$ cat src/rtl/spi_slave_byte_rx.sv
// SPI mode-0 slave byte receiver with reply shifter, clocked by sysClk.
// Raw SPI pins are oversampled; received bytes are strobed downstream.
module spi_slave_byte_rx #(
   parameter int SYNC_STAGES = 2,
   parameter int CNT_W       = 4
) (
   input  logic             sysClk,
   input  logic             sysRst_n,
   input  logic             spi_sck,
   input  logic             spi_cs_n,
   input  logic             spi_mosi,
   output logic             spi_miso,
   output logic             miso_oe,
   input  logic [7:0]       tx_byte,
   output logic             tx_load,
   output logic [7:0]       spi_byte,
   output logic             spi_input_valid,
   output logic             frame_start,
   output logic             frame_end,
   output logic             frame_abort,
   output logic [CNT_W-1:0] frame_byte_cnt
);

   localparam int NS = (SYNC_STAGES < 2) ? 2 : SYNC_STAGES;

   typedef enum logic {
      IDLE   = 1'b0,
      ACTIVE = 1'b1
   } state_t;

   state_t state, state_n;

   logic [NS-1:0] sck_sy;
   logic [NS-1:0] cs_sy;
   logic [NS-1:0] mosi_sy;
   logic          sck_s, cs_s, mosi_s;
   logic          sck_d, cs_d;
   logic          sck_rise_q, sck_fall_q;
   logic          cs_rise_q, cs_fall_q;
   logic          mosi_q;
   logic [NS:0]   warm;
   logic          armed;

   logic          go, stop, rx_ev, tx_ev;
   logic [2:0]    bit_cnt;
   logic [7:0]    rx_shift;
   logic [7:0]    tx_shift;

   assign sck_s  = sck_sy[NS-1];
   assign cs_s   = cs_sy[NS-1];
   assign mosi_s = mosi_sy[NS-1];

   // Only arm after the sync chain has flushed and CS_n is seen high,
   // so a frame already running at reset release is skipped.
   always_ff @(posedge sysClk or negedge sysRst_n) begin
      if (!sysRst_n) begin
         sck_sy     <= '0;
         cs_sy      <= '1;
         mosi_sy    <= '0;
         sck_d      <= 1'b0;
         cs_d       <= 1'b1;
         sck_rise_q <= 1'b0;
         sck_fall_q <= 1'b0;
         cs_rise_q  <= 1'b0;
         cs_fall_q  <= 1'b0;
         mosi_q     <= 1'b0;
         warm       <= '0;
         armed      <= 1'b0;
      end else begin
         sck_sy     <= {sck_sy[NS-2:0], spi_sck};
         cs_sy      <= {cs_sy[NS-2:0], spi_cs_n};
         mosi_sy    <= {mosi_sy[NS-2:0], spi_mosi};
         sck_d      <= sck_s;
         cs_d       <= cs_s;
         sck_rise_q <= sck_s & ~sck_d;
         sck_fall_q <= ~sck_s & sck_d;
         cs_rise_q  <= cs_s & ~cs_d;
         cs_fall_q  <= ~cs_s & cs_d;
         mosi_q     <= mosi_s;
         warm       <= {warm[NS-1:0], 1'b1};
         armed      <= armed | (warm[NS] & cs_s & cs_d);
      end
   end

   always_ff @(posedge sysClk or negedge sysRst_n) begin
      if (!sysRst_n) state <= IDLE;
      else           state <= state_n;
   end

   // CS rise has priority over any SCK edge in the same cycle.
   always_comb begin
      state_n = state;
      go      = 1'b0;
      stop    = 1'b0;
      rx_ev   = 1'b0;
      tx_ev   = 1'b0;
      unique case (state)
         IDLE: begin
            if (cs_fall_q && armed) begin
               state_n = ACTIVE;
               go      = 1'b1;
            end
         end
         ACTIVE: begin
            if (cs_rise_q) begin
               state_n = IDLE;
               stop    = 1'b1;
            end else begin
               rx_ev = sck_rise_q;
               tx_ev = sck_fall_q;
            end
         end
      endcase
   end

   always_ff @(posedge sysClk or negedge sysRst_n) begin
      if (!sysRst_n) begin
         bit_cnt         <= '0;
         rx_shift        <= '0;
         tx_shift        <= '0;
         tx_load         <= 1'b0;
         spi_byte        <= '0;
         spi_input_valid <= 1'b0;
         frame_start     <= 1'b0;
         frame_end       <= 1'b0;
         frame_abort     <= 1'b0;
         frame_byte_cnt  <= '0;
      end else begin
         tx_load         <= 1'b0;
         spi_input_valid <= 1'b0;
         frame_start     <= 1'b0;
         frame_end       <= 1'b0;
         frame_abort     <= 1'b0;
         if (go) begin
            bit_cnt        <= '0;
            frame_byte_cnt <= '0;
            tx_shift       <= tx_byte;
            tx_load        <= 1'b1;
            frame_start    <= 1'b1;
         end
         if (stop) begin
            frame_end   <= 1'b1;
            frame_abort <= (bit_cnt != 3'd0);
            bit_cnt     <= '0;
         end
         if (rx_ev) begin
            rx_shift <= {rx_shift[6:0], mosi_q};
            bit_cnt  <= bit_cnt + 3'd1;
            if (bit_cnt == 3'd7) begin
               spi_byte        <= {rx_shift[6:0], mosi_q};
               spi_input_valid <= 1'b1;
               if (frame_byte_cnt != '1)
                  frame_byte_cnt <= frame_byte_cnt + CNT_W'(1);
            end
         end
         if (tx_ev) begin
            if (bit_cnt == 3'd0) begin
               tx_shift <= tx_byte;
               tx_load  <= 1'b1;
            end else begin
               tx_shift <= {tx_shift[6:0], 1'b0};
            end
         end
      end
   end

   assign miso_oe  = (state == ACTIVE);
   assign spi_miso = (state == ACTIVE) & tx_shift[7];

endmodule

$ cat config.mk
export PLATFORM = sky130hd
export DESIGN_NAME = spi_slave_byte_rx
export DESIGN_NICKNAME = d
export VERILOG_FILES = /design/src/rtl/spi_slave_byte_rx.sv
export SDC_FILE = /design/constraint.sdc
export NUM_CORES = 1
export LEC_CHECK = 0
export CORE_MARGIN = 3
export CORE_UTILIZATION = 50
export DETAILED_ROUTE_END_ITERATION = 10
export PLACE_DENSITY = 0.75
export SLEW_MARGIN = 10
export SYNTH_ARGS = -nofsm -noshare
export SYNTH_HDL_FRONTEND = slang
export SYNTH_SLANG_ARGS = --single-unit
$ cat constraint.sdc
create_clock -name sysClk -period 2.6 [get_ports sysClk]
set_input_delay 0.39 -clock sysClk [delete_from_list [all_inputs] [get_ports sysClk]]
set_output_delay 0.39 -clock sysClk [all_outputs]
set_load 0.1 [all_outputs]
-- After elaboration in Yosys (flattened, before gate mapping)
Index checks and enable logic that the tools add are counted.
- div/mod/pow operators: 0
- equality and inequality tests: 2
- shift-type cells: 0
- add/subtract/negate cells: 2
- multipliers: 0
- bitwise logic cells: 13
- reduce and logical (&&, ||, !) cells: 6
- muxes and demuxes: 27
- $lt $le $gt $ge: 0
- operator list (cell ; count):
    $mux 8 ; 3
    $mux 1 ; 16
    $mux 4 ; 4
    $mux 3 ; 3
    $and 1x1->1 ; 7
    $reduce_bool 3->1 ; 2
    $not 1->1 ; 5
    $add 4x1->4 const B ; 1
    $ne 4x4->1 const B ; 1
    $add 3x1->3 const B ; 1
    $eq 3x3->1 const B ; 1
    $logic_not 3->1 ; 1
    $pmux 1 s2 ; 1
    $reduce_and 2->1 ; 1
    $reduce_bool 2->1 ; 1
    $logic_and 1x1->1 ; 1
    $or 1x1->1 ; 1
- memory bits (writable): 0
- ROM bits: 0
- input port bits: 13
- output and inout port bits: 19
- bits in registers: 53
- memories: 0
- bits in latches: 0
- logic and storage cells: 73

-- Logic depth before layout (Yosys ltp)
Gate-level depths: netlist (run 1).
- depth after elaboration: 7
- gate-level depth with buffers: 7
- depth with buffers taken out: 6

-- Least setup slack after synthesis (run 1)
OpenSTA, ideal clock, no wires.
- path kind: flip-flop to output port
- start point: reg state (netlist: miso_oe)
- end point: out spi_miso
- required time: 2210 ps
- slack: 328 ps
- stages on the path, launching flop included: 3
- arrival: 1882 ps
- path buffers: 1
- cells stage by stage: dfrtp_1 -> buf_6 -> and2_1
- word-level cells in the longest chain between the ends: 1
- RTL lines (what ; line ; source):
    from (decl) ; 31 ; state_t state, state_n;
    from (signal assigned) ; 87 ; else state <= state_n;
    $and 1x1->1 ; 168 ; assign spi_miso = (state == ACTIVE) & tx_shift[7];
    to (decl) ; 12 ; output logic spi_miso,
Every way passes these cells.

-- Worst setup path after layout (run 1)
- start point: reg bit_cnt[0]
- end point: reg frame_byte_cnt[0]
- word-level cells in the longest chain between the ends: 3
- RTL lines (what ; line ; source):
    from (decl) ; 45 ; logic [2:0] bit_cnt;
    from (signal assigned) ; 148 ; bit_cnt <= bit_cnt + 3'd1;
    $eq 3x3->1 ; 149 ; if (bit_cnt == 3'd7) begin
    $mux 4 ; 149 ;
    $mux 4 ; 146 ; if (rx_ev) begin
    to (signal assigned) ; 153 ; frame_byte_cnt <= frame_byte_cnt + CNT_W'(1);
    to (decl) ; 21 ; output logic [CNT_W-1:0] frame_byte_cnt
Every way passes these cells.
A chain may end at the register's enable or synchronous reset.

==> results of run 1 <==
[report_power, final]
part,internal [mW],switching [mW]
Sequential,0.946,0.0755
Clock,0.189,0.243
Combinational,0.134,0.200
Total,1.27,0.518
[final cells by class]
class | instances | area share [%]
flip-flops and latches | 53 | 55.9
multi-input cells | 89 | 25.6
repair buffers | 33 | 11.5
clock buffers | 7 | 3.21
well taps | 48 | 2.52
inverters | 7 | 1.16
clock inverters | 1 | 0.210
[placed cells by master (no fill, tap or decap), drive strengths merged, types with 2 or more instances in the layout]
cell	netlist	routed
buf	5	22
nor2b	4	4
dfrtp	50	50
nand2	27	27
and2	3	3
dfstp	3	3
and3	7	7
o21ai	6	6
nor3	2	2
ha	4	4
nand3	3	3
a32o	2	2
nand3b	3	3
mux2	7	7
mux2i	2	2
clkbuf	0	7
a221o	7	7
inv	6	6
clkinv	1	2
clkdlybuf4s50	0	11
[cell usage after synthesis, drive strengths merged]
master / instances / area [um^2]
nand2b: 1 / 6.26
and2: 3 / 18.8
inv: 6 / 22.5
a211o: 1 / 8.76
nand4: 1 / 6.26
nor3: 2 / 10.0
a221o: 7 / 70.1
a22oi: 1 / 7.51
o21ai: 6 / 33.8
nor2: 1 / 6.26
nand2: 27 / 101
ha: 4 / 50.1
nand3b: 3 / 35.0
nor2b: 4 / 25.0
conb: 1 / 3.75
clkinv: 1 / 5.00
a21oi: 1 / 5.00
a32o: 2 / 20.0
nor3b: 1 / 7.51
mux2: 7 / 78.8
buf: 5 / 37.5
nand3: 3 / 15.0
a31o: 1 / 8.76
and3b: 1 / 8.76
nand4b: 1 / 8.76
dfrtp: 50 / 1250
and3: 7 / 43.8
o311ai: 1 / 8.76
mux2i: 2 / 20.0
dfstp: 3 / 78.8
[critical path: cells and delay by family (launching register included)]
| family | cells | cell delay (ns) |
|---|---|---|
| AO/OA/AOI/OAI | 1 | 0.27 |
| adder cells (fa/ha/maj) | 2 | 0.31 |
| buffers and inverters | 1 | 0.45 |
| flip-flops | 1 | 0.40 |
| multiplexers | 1 | 0.17 |
| AND/OR/NAND/NOR | 1 | 0.36 |
[metal layers]
layer / share of wire, % / vias to the layer above
li1: - / 603
met1: 44 / 605
met2: 51 / 21
met3: 4.2 / 4
met4: 1.1 / 0
met5: 0 / -
[kinds of logic after synthesis]
logic type      after synthesis
flops                        53
other cells                   1
simple gates                 55
fa+ha+maj                     4
compound gates               20
mux                           9
buf+inv                      12
[registers in the layout (all words and copies together) (netlist names), 2 cells and up]
register,flops
bit_cnt,3
spi_byte,8
cs_sy,2
mosi_sy,2
rx_shift,7
frame_byte_cnt,4
sck_sy,2
tx_shift,8
warm,3
[stage by stage]
stage / hold WS, ns / utilization, % / power (mW)
after CTS: 0.174 / 63.1 / 1.80
after global routing: 0.213 / 63.1 / 1.88
after detailed placement: 0.338 / 60.9 / 1.37
final: 0.157 / 63.1 / 1.79
after global placement: 0.334 / 60.9 / 1.36
after floorplan: 0.0944 / - / 1.28
[how the worst max path moves through the flow]
stage               startpoint           endpoint  cells after the start
detailed placement  bit_cnt[0]  frame_byte_cnt[1]                      6
finish              bit_cnt[0]  frame_byte_cnt[0]                      6
global placement    bit_cnt[0]  frame_byte_cnt[0]                      6
global route        bit_cnt[0]  frame_byte_cnt[1]                      6
CTS                 bit_cnt[0]  frame_byte_cnt[0]                      6
floorplan              miso_oe           spi_miso                      2
==> results.json, run 1 <==
{
  "cts.sinks": 53,
  "synthXorXnorAreaFrac_pct": 0,
  "syn_inst": 154,
  "grtUsageMet3_pct": 5.65,
  "nNetsFinal": 206,
  "grt_max_degree": 36,
  "placedCellCount": 230,
  "clk_latency_ns": 0.30,
  "synth_nets": 171,
  "hold_viol": 0,
  "r2r_end": "frame_byte_cnt[0]",
  "cts_tree": "yes",
  "fillers": 289,
  "multi_input_area_um2": 608,
  "synthMuxAreaShare_pct": 4.93,
  "use_met1_pct": 19.3,
  "ant_nets": 0,
  "design_area_mm2": 0.00238,
  "period_needed_ns": 2.08,
  "cp_slowest_cell": "inv_1",
  "fin_ws_ns": 0.518,
  "synthAdderAreaFrac_pct": 2.50,
  "cts_hold_buffers": 0,
  "diodes": 0,
  "reg2reg_depth": 6,
  "rows": 22,
  "dieHeight_um": 69.3,
  "avgSynthCellArea_um2": 13.0,
  "area_growth_pct": 18.8,
  "synth_area_mm2": 0.00200,
  "design.core.area_mm2": 0.00377,
  "routabilityCongestion": 0.778,
  "path_max_fanout": 13,
  "cpMostUsedCell": "ha_1",
  "synth_top_family_by_area": "simple AND/OR/NAND/NOR gates",
  "slowest_delay_ns": 0.45,
  "top_usage_layer": "met2",
  "reg2reg_from": "bit_cnt[0]",
  "status": "finished, final reports clean",
  "vias_per_cell": 5.18,
  "io_pins": 32,
  "cts-root-buf": "clkbuf_8",
  "met2_usage_pct": 26.7,
  "drtIter0Drc": 74,
  "tightest_slew_ns": 0.768,
  "critPathRequiredTime_ns": 2.77,
  "overflow": 0,
  "io_buffers": 31,
  "die-area_mm2": 0.00480,
  "antenna_found_initial": 0,
  "leakage_nw": 1.21,
  "hpwl_mm": 2.45,
  "path_class": "reg2reg",
  "finalMaxSlewViolations": 0,
  "dieWidth_um": 69.3,
  "crit_path_end_kind": "flip-flop",
  "arrival_ns": 2.25,
  "clock_path_buffers": 2,
  "routed_wl_mm": 3.37,
  "postCtsSetupBuffers": 0,
  "peakVddDrop_uv": 414,
  "synth_cell_types": 33,
  "cts_resized": 0,
  "synth_compound_area_share_pct": 8.12,
  "grt_pass1_vias": 1291,
  "ctsHtreeMaxLevel": 2,
  "numCtsBuffers": 5,
  "clk_pin_slew_ns": 0.09,
  "wl_per_cell_um": 14.2,
  "critPathLaunchType": "flip-flop",
  "clock_skew_ns": 0.00614,
  "yosys_warnings": 0,
  "drv_cap": 0,
  "track_usage_pct": 15.9,
  "synth-simple-area-share_pct": 14.6,
  "path_cells": "ha_1 -> ha_1 -> nand4b_1 -> inv_1 -> o21ai_0 -> mux2i_1",
  "fin_setup_tns_ns": 0,
  "pre_cts_ws_ns": 0.537,
  "placed_area_mm2": 0.00230,
  "powerDensity_mw_per_mm2": 751,
  "rsz0062_at_grt": "false",
  "setup_violations": 0,
  "seqCellArea_mm2": 0.00133,
  "yosysSeqAreaShare_pct": 66.4,
  "firstDrtPassIters": 4,
  "via_count": 1233,
  "reg2reg_slack_ns": 0.52,
  "drc": 0,
  "hold_class": "in2async",
  "grt_pass1_wl_mm": 6.04,
  "drive_gt1_share_pct": 22.6,
  "fmax_mhz": 480,
  "finalCritPeriodShare_pct": 80.1,
  "initial_core_util_pct": 53.1,
  "synth_seq_cells": 53,
  "maxSlewHeadroom_pct": 48.8,
  "fin_cells": 238
}
Power figures use the tool's default switching activity.
==> inputs of run 2 (changes only) <==
==> constraint.sdc (replaced) <==
create_clock -name sysClk -period 2.2 [get_ports sysClk]
set_input_delay 0.33 -clock sysClk [delete_from_list [all_inputs] [get_ports sysClk]]
set_output_delay 0.33 -clock sysClk [all_outputs]
set_load 0.1 [all_outputs]
==> run 2 against run 1 <==
  * The flow now finishes with violations (hold timing)
  * Clock skew down 0.0029 ns
  * Final cell count up 0.42%
  * Highest routed layer unchanged
  * Largest power group unchanged
  * Power up 21%
  * Sequential share of layout area down 0.67 points
  * Fmax up 24%
  * Clock power is 31% higher
  * Non-clock buffer count is 1 higher
  * Utilization increased by 0.76 points
  * Critical path type unchanged
  * Critical endpoint is now frame_byte_cnt[1]
  * Sequential power is 19% higher
  * Worst hold slack got worse by 0.16 ns
==> results.json, run 2 (same netlist as run 1, synthesis figures left out) <==
{
  "status": "finished, violations left",
  "violations": "hold timing",
  "area_growth_pct": 20.2,
  "clk_latency_ns": 0.29,
  "hold_viol": 12,
  "drv_cap": 0,
  "io_buffers": 31,
  "ctsHtreeMaxLevel": 2,
  "diodes": 0,
  "antenna_found_initial": 0,
  "overflow": 0,
  "rsz0062_at_grt": "false",
  "grtUsageMet3_pct": 3.77,
  "crit_family": "flip-flops",
  "cp_slowest_cell": "dfrtp_1",
  "cp-startpoint": "bit_cnt[0]",
  "cts_tree": "yes",
  "vias_per_cell": 5.26,
  "peakVddDrop_uv": 494,
  "routed_wl_mm": 3.31,
  "hold-worst-slack_ns": -0.00492,
  "fin_setup_tns_ns": 0,
  "cp.buffers_inverters": 1,
  "critPathLaunchType": "flip-flop",
  "nNetsFinal": 207,
  "use_met1_pct": 19.7,
  "final_common_cell": "dfrtp_1",
  "mostFrequentLayoutCells": "50 x dfrtp_1, 27 x nand2_1, 22 x buf_4, 11 x clkdlybuf4s50_1",
  "grt_max_degree": 25,
  "placed_area_mm2": 0.00231,
  "die-area_mm2": 0.00480,
  "fmax_mhz": 596,
  "finalCritPeriodShare_pct": 76.2,
  "dieWidth_um": 69.3,
  "reg2reg_from": "bit_cnt[0]",
  "leakage_nw": 1.22,
  "critPathRequiredTime_ns": 2.37,
  "tightest_slew_ns": 0.511,
  "slowest_delay_ns": 0.39,
  "rows": 22,
  "drtIter0Drc": 98,
  "path_class": "reg2reg",
  "clock_skew_ns": 0.00319,
  "powerDensity_mw_per_mm2": 901,
  "cpMostUsedCell": "ha_1",
  "firstDrtPassIters": 4,
  "setup_violations": 0,
  "drc": 0,
  "initial_core_util_pct": 53.1,
  "period_needed_ns": 1.68,
  "maxSlewHeadroom_pct": 66.0,
  "routabilityCongestion": 0.739,
  "hpwl_mm": 2.36,
  "ant_nets": 0,
  "clk_pin_slew_ns": 0.08,
  "finalMaxSlewViolations": 0,
  "io_pins": 32,
  "top_usage_layer": "met2",
  "top_regs": "spi_byte: 8 flops, tx_shift: 8 flops, rx_shift: 7 flops",
  "design_area_mm2": 0.00241,
  "arrival_ns": 1.84,
  "hold_class": "in2async",
  "cts.sinks": 53,
  "path_cells": "ha_1 -> ha_1 -> nand4b_1 -> inv_1 -> o21ai_0 -> mux2i_1",
  "via_count": 1257,
  "cts-root-buf": "clkbuf_8",
  "cts_hold_buffers": 0,
  "cts_resized": 0,
  "track_usage_pct": 14.8,
  "grt_pass1_vias": 1266,
  "fin_util_pct": 63.9,
  "grt_pass1_wl_mm": 5.81,
  "fillers": 287,
  "numCtsBuffers": 5,
  "drive_gt1_share_pct": 24.6,
  "clock_path_buffers": 2,
  "crit_path_end_kind": "flip-flop",
  "design.core.area_mm2": 0.00377,
  "met2_usage_pct": 23.3,
  "dieHeight_um": 69.3,
  "postCtsSetupBuffers": 0,
  "path_max_fanout": 13,
  "wl_per_cell_um": 13.9
}
==> run 2: per-layer routing <==
| layer | routed length [um] | vias up |
|---|---|---|
| met5 | 0 | - |
| met4 | 57 | 0 |
| met3 | 121 | 7 |
| met2 | 1570 | 25 |
| met1 | 1560 | 622 |
| li1 | - | 603 |
==> run 2: worst paths after layout <==
check	to	slack, ns	cells past startpoint
worst max-delay path	frame_byte_cnt[1]	0.52	6
worst min-delay path	tx_shift[6]	-0.005	1
worst max register to register	frame_byte_cnt[1]	0.52	6
worst min register to register	sck_sy[1]	0.35	0
max in group asynchronous	spi_byte[0]	1.60	2
min in group sysClk	sck_sy[1]	0.35	0
==> run 2: through the flow <==
step           instances  worst slack (ns)  total power, mW
2_1_floorplan        154             0.230             1.51
3_3_place_gp         231             0.639             1.61
3_5_place_dp         231             0.551             1.63
4_1_cts              239             0.510             2.20
5_1_grt              239             0.337             2.28
6_report             239             0.523             2.17
==> run 2: layout make-up <==
| class | instances | area (um^2) | share of cell area, % |
|---|---|---|---|
| repair buffers | 34 | 280 | 11.6 |
| multi-input cells | 89 | 609 | 25.3 |
| clock inverters | 1 | 5.00 | 0.208 |
| clock buffers | 7 | 96.3 | 4.00 |
| inverters | 7 | 27.5 | 1.14 |
| well taps | 48 | 60.1 | 2.49 |
| flip-flops and latches | 53 | 1330 | 55.2 |
==> run 2: power by group <==
part	switching, mW	internal (mW)
combinational	0.235	0.159
sequential	0.0913	1.12
clock	0.283	0.284
total	0.609	1.56
==> inputs of run 3 (changes only) <==
==> constraint.sdc (replaced) <==
create_clock -name sysClk -period 1.6 [get_ports sysClk]
set_input_delay 0.24 -clock sysClk [delete_from_list [all_inputs] [get_ports sysClk]]
set_output_delay 0.24 -clock sysClk [all_outputs]
set_load 0.1 [all_outputs]
==> run 3 against run 2 <==
  * The run now ends clean
  * Final cell count up 1.3%
  * Critical path depth unchanged
  * Power up 53%
  * Critical endpoint is now frame_byte_cnt[3]
  * Cell area up 13%
  * Die area unchanged
  * Worst hold slack better by 0.35 ns
  * Clock skew up 0.0019 ns
  * Fmax up 11%
  * Clock-buffer cell count down 2
  * Sequential power up 38%
==> results.json, run 3 (same netlist as run 1, synthesis figures left out) <==
{
  "status": "finished, final reports clean",
  "clk_latency_ns": 0.30,
  "drv_cap": 0,
  "track_usage_pct": 15.9,
  "reg2reg_depth": 6,
  "setup_violations": 0,
  "clock_path_buffers": 2,
  "initial_core_util_pct": 53.1,
  "cts.sinks": 53,
  "area_growth_pct": 36.4,
  "clock_skew_ns": 0.00514,
  "design.core.area_mm2": 0.00377,
  "ant_nets": 0,
  "wl_per_cell_um": 14.3,
  "powerDensity_mw_per_mm2": 1220,
  "hpwl_mm": 2.55,
  "drtIter0Drc": 103,
  "cp_slowest_cell": "dfrtp_1",
  "io_pins": 32,
  "overflow": 0,
  "leakage_nw": 1.30,
  "via_count": 1301,
  "dieHeight_um": 69.3,
  "fin_setup_tns_ns": 0,
  "drive_gt1_share_pct": 28.4,
  "cp.buffers_inverters": 1,
  "critPathRequiredTime_ns": 1.78,
  "seqCellArea_mm2": 0.00134,
  "mostFrequentLayoutCells": "45 x dfrtp_1, 27 x nand2_1, 20 x buf_12, 11 x clkdlybuf4s50_1",
  "drc": 0,
  "crit_family": "flip-flops",
  "pre_cts_ws_ns": 0.0803,
  "critPathLaunchType": "flip-flop",
  "reg2reg_slack_ns": 0.09,
  "grt_max_degree": 34,
  "antenna_found_initial": 0,
  "numCtsBuffers": 5,
  "period_needed_ns": 1.51,
  "hold-worst-slack_ns": 0.343,
  "multi_input_area_um2": 612,
  "fillers": 221,
  "clk_pin_slew_ns": 0.09,
  "ctsHtreeMaxLevel": 2,
  "diodes": 0,
  "final_common_cell": "dfrtp_1",
  "fin_ws_ns": 0.0921,
  "routed_wl_mm": 3.47,
  "nNetsFinal": 210,
  "reg2reg_from": "bit_cnt[1]",
  "die-area_mm2": 0.00480,
  "cpMostUsedCell": "ha_1",
  "io_buffers": 31,
  "hold_viol": 0,
  "cts-root-buf": "clkbuf_8",
  "dieWidth_um": 69.3,
  "crit_path_end_kind": "flip-flop",
  "slowest_delay_ns": 0.41,
  "rows": 22,
  "hold_class": "in2reg",
  "rsz0062_at_grt": "false",
  "firstDrtPassIters": 4,
  "arrival_ns": 1.68,
  "path_cells": "ha_1 -> ha_1 -> nand4b_1 -> inv_1 -> a211o_1 -> o311ai_0",
  "path_class": "reg2reg",
  "path_max_fanout": 5,
  "hold_end": "cs_sy[0]",
  "top_regs": "spi_byte: 8 flops, tx_shift: 8 flops, rx_shift: 7 flops",
  "vias_per_cell": 5.38,
  "fmax_mhz": 663,
  "cts_tree": "yes",
  "holdPathStages": 1,
  "finalCritPeriodShare_pct": 94.2,
  "min_from": "spi_cs_n",
  "finalMaxSlewViolations": 0,
  "routabilityCongestion": 0.816,
  "peakVddDrop_uv": 925,
  "grt_pass1_wl_mm": 6.11,
  "r2r_end": "frame_byte_cnt[3]",
  "grt_pass1_vias": 1372
}
## run 3: cell type report
| class | count | share of cell area, % |
|---|---|---|
| flip-flops and latches | 53 | 49.2 |
| multi-input cells | 89 | 22.4 |
| repair buffers | 37 | 20.3 |
| clock buffers | 5 | 2.52 |
| clock inverters | 3 | 2.38 |
| well taps | 48 | 2.20 |
| inverters | 7 | 1.01 |
## run 3: report_power, final
group	switching (mW)	internal, mW	leakage [nW]
clock network	0.404	0.621	0.0681
logic	0.338	0.292	0.564
registers	0.133	1.54	0.668
total	0.875	2.45	1.30
## run 3: timing repair
item | in CTS | in global routing
endpoints found under the setup margin | 0 | 10
hold buffers | 1 | 0
endpoints found under the hold margin | 17 | 0
buffers inserted | 0 | 1
resized for setup | 0 | 1
## run 3: metrics by stage
step / std cells / util, % / total power [mW] / cell area [um^2]
2_1_floorplan: 154 / - / 2.08 / 2020
3_3_place_gp: 232 / 68.4 / 2.28 / 2580
3_5_place_dp: 232 / 68.4 / 2.31 / 2580
4_1_cts: 241 / 72.2 / 3.34 / 2720
5_1_grt: 242 / 72.5 / 3.49 / 2730
6_report: 242 / 72.5 / 3.33 / 2730
## run 3: worst reg2reg max path, stage by stage, from the launching register on
cell	delay, ns
dfrtp_1	0.41
ha_1	0.19
ha_1	0.18
nand4b_1	0.11
inv_1	0.10
a211o_1	0.28
o311ai_0	0.11
## run 3: worst max-delay path by stage
stage	startpoint	to	slack (ns)	depth (start not counted)
2_1_floorplan	miso_oe	tx_shift[1]	0.02	5
3_3_place_gp	bit_cnt[0]	tx_shift[7]	0.14	5
3_5_place_dp	bit_cnt[0]	frame_byte_cnt[3]	0.08	6
4_1_cts	bit_cnt[0]	frame_byte_cnt[3]	0.06	6
5_1_grt	bit_cnt[1]	frame_byte_cnt[3]	0.009	6
6_report	bit_cnt[1]	frame_byte_cnt[3]	0.09	6
## run 3: per-layer routing
metal / up-vias / global-route usage, % / share of wire [%]
met1: 642 / 18.3 / 43
met4: 0 / 6.94 / 2.9
met2: 38 / 26.7 / 49
met3: 11 / 5.65 / 5.1
met5: - / 0 / 0
li1: 610 / - / -
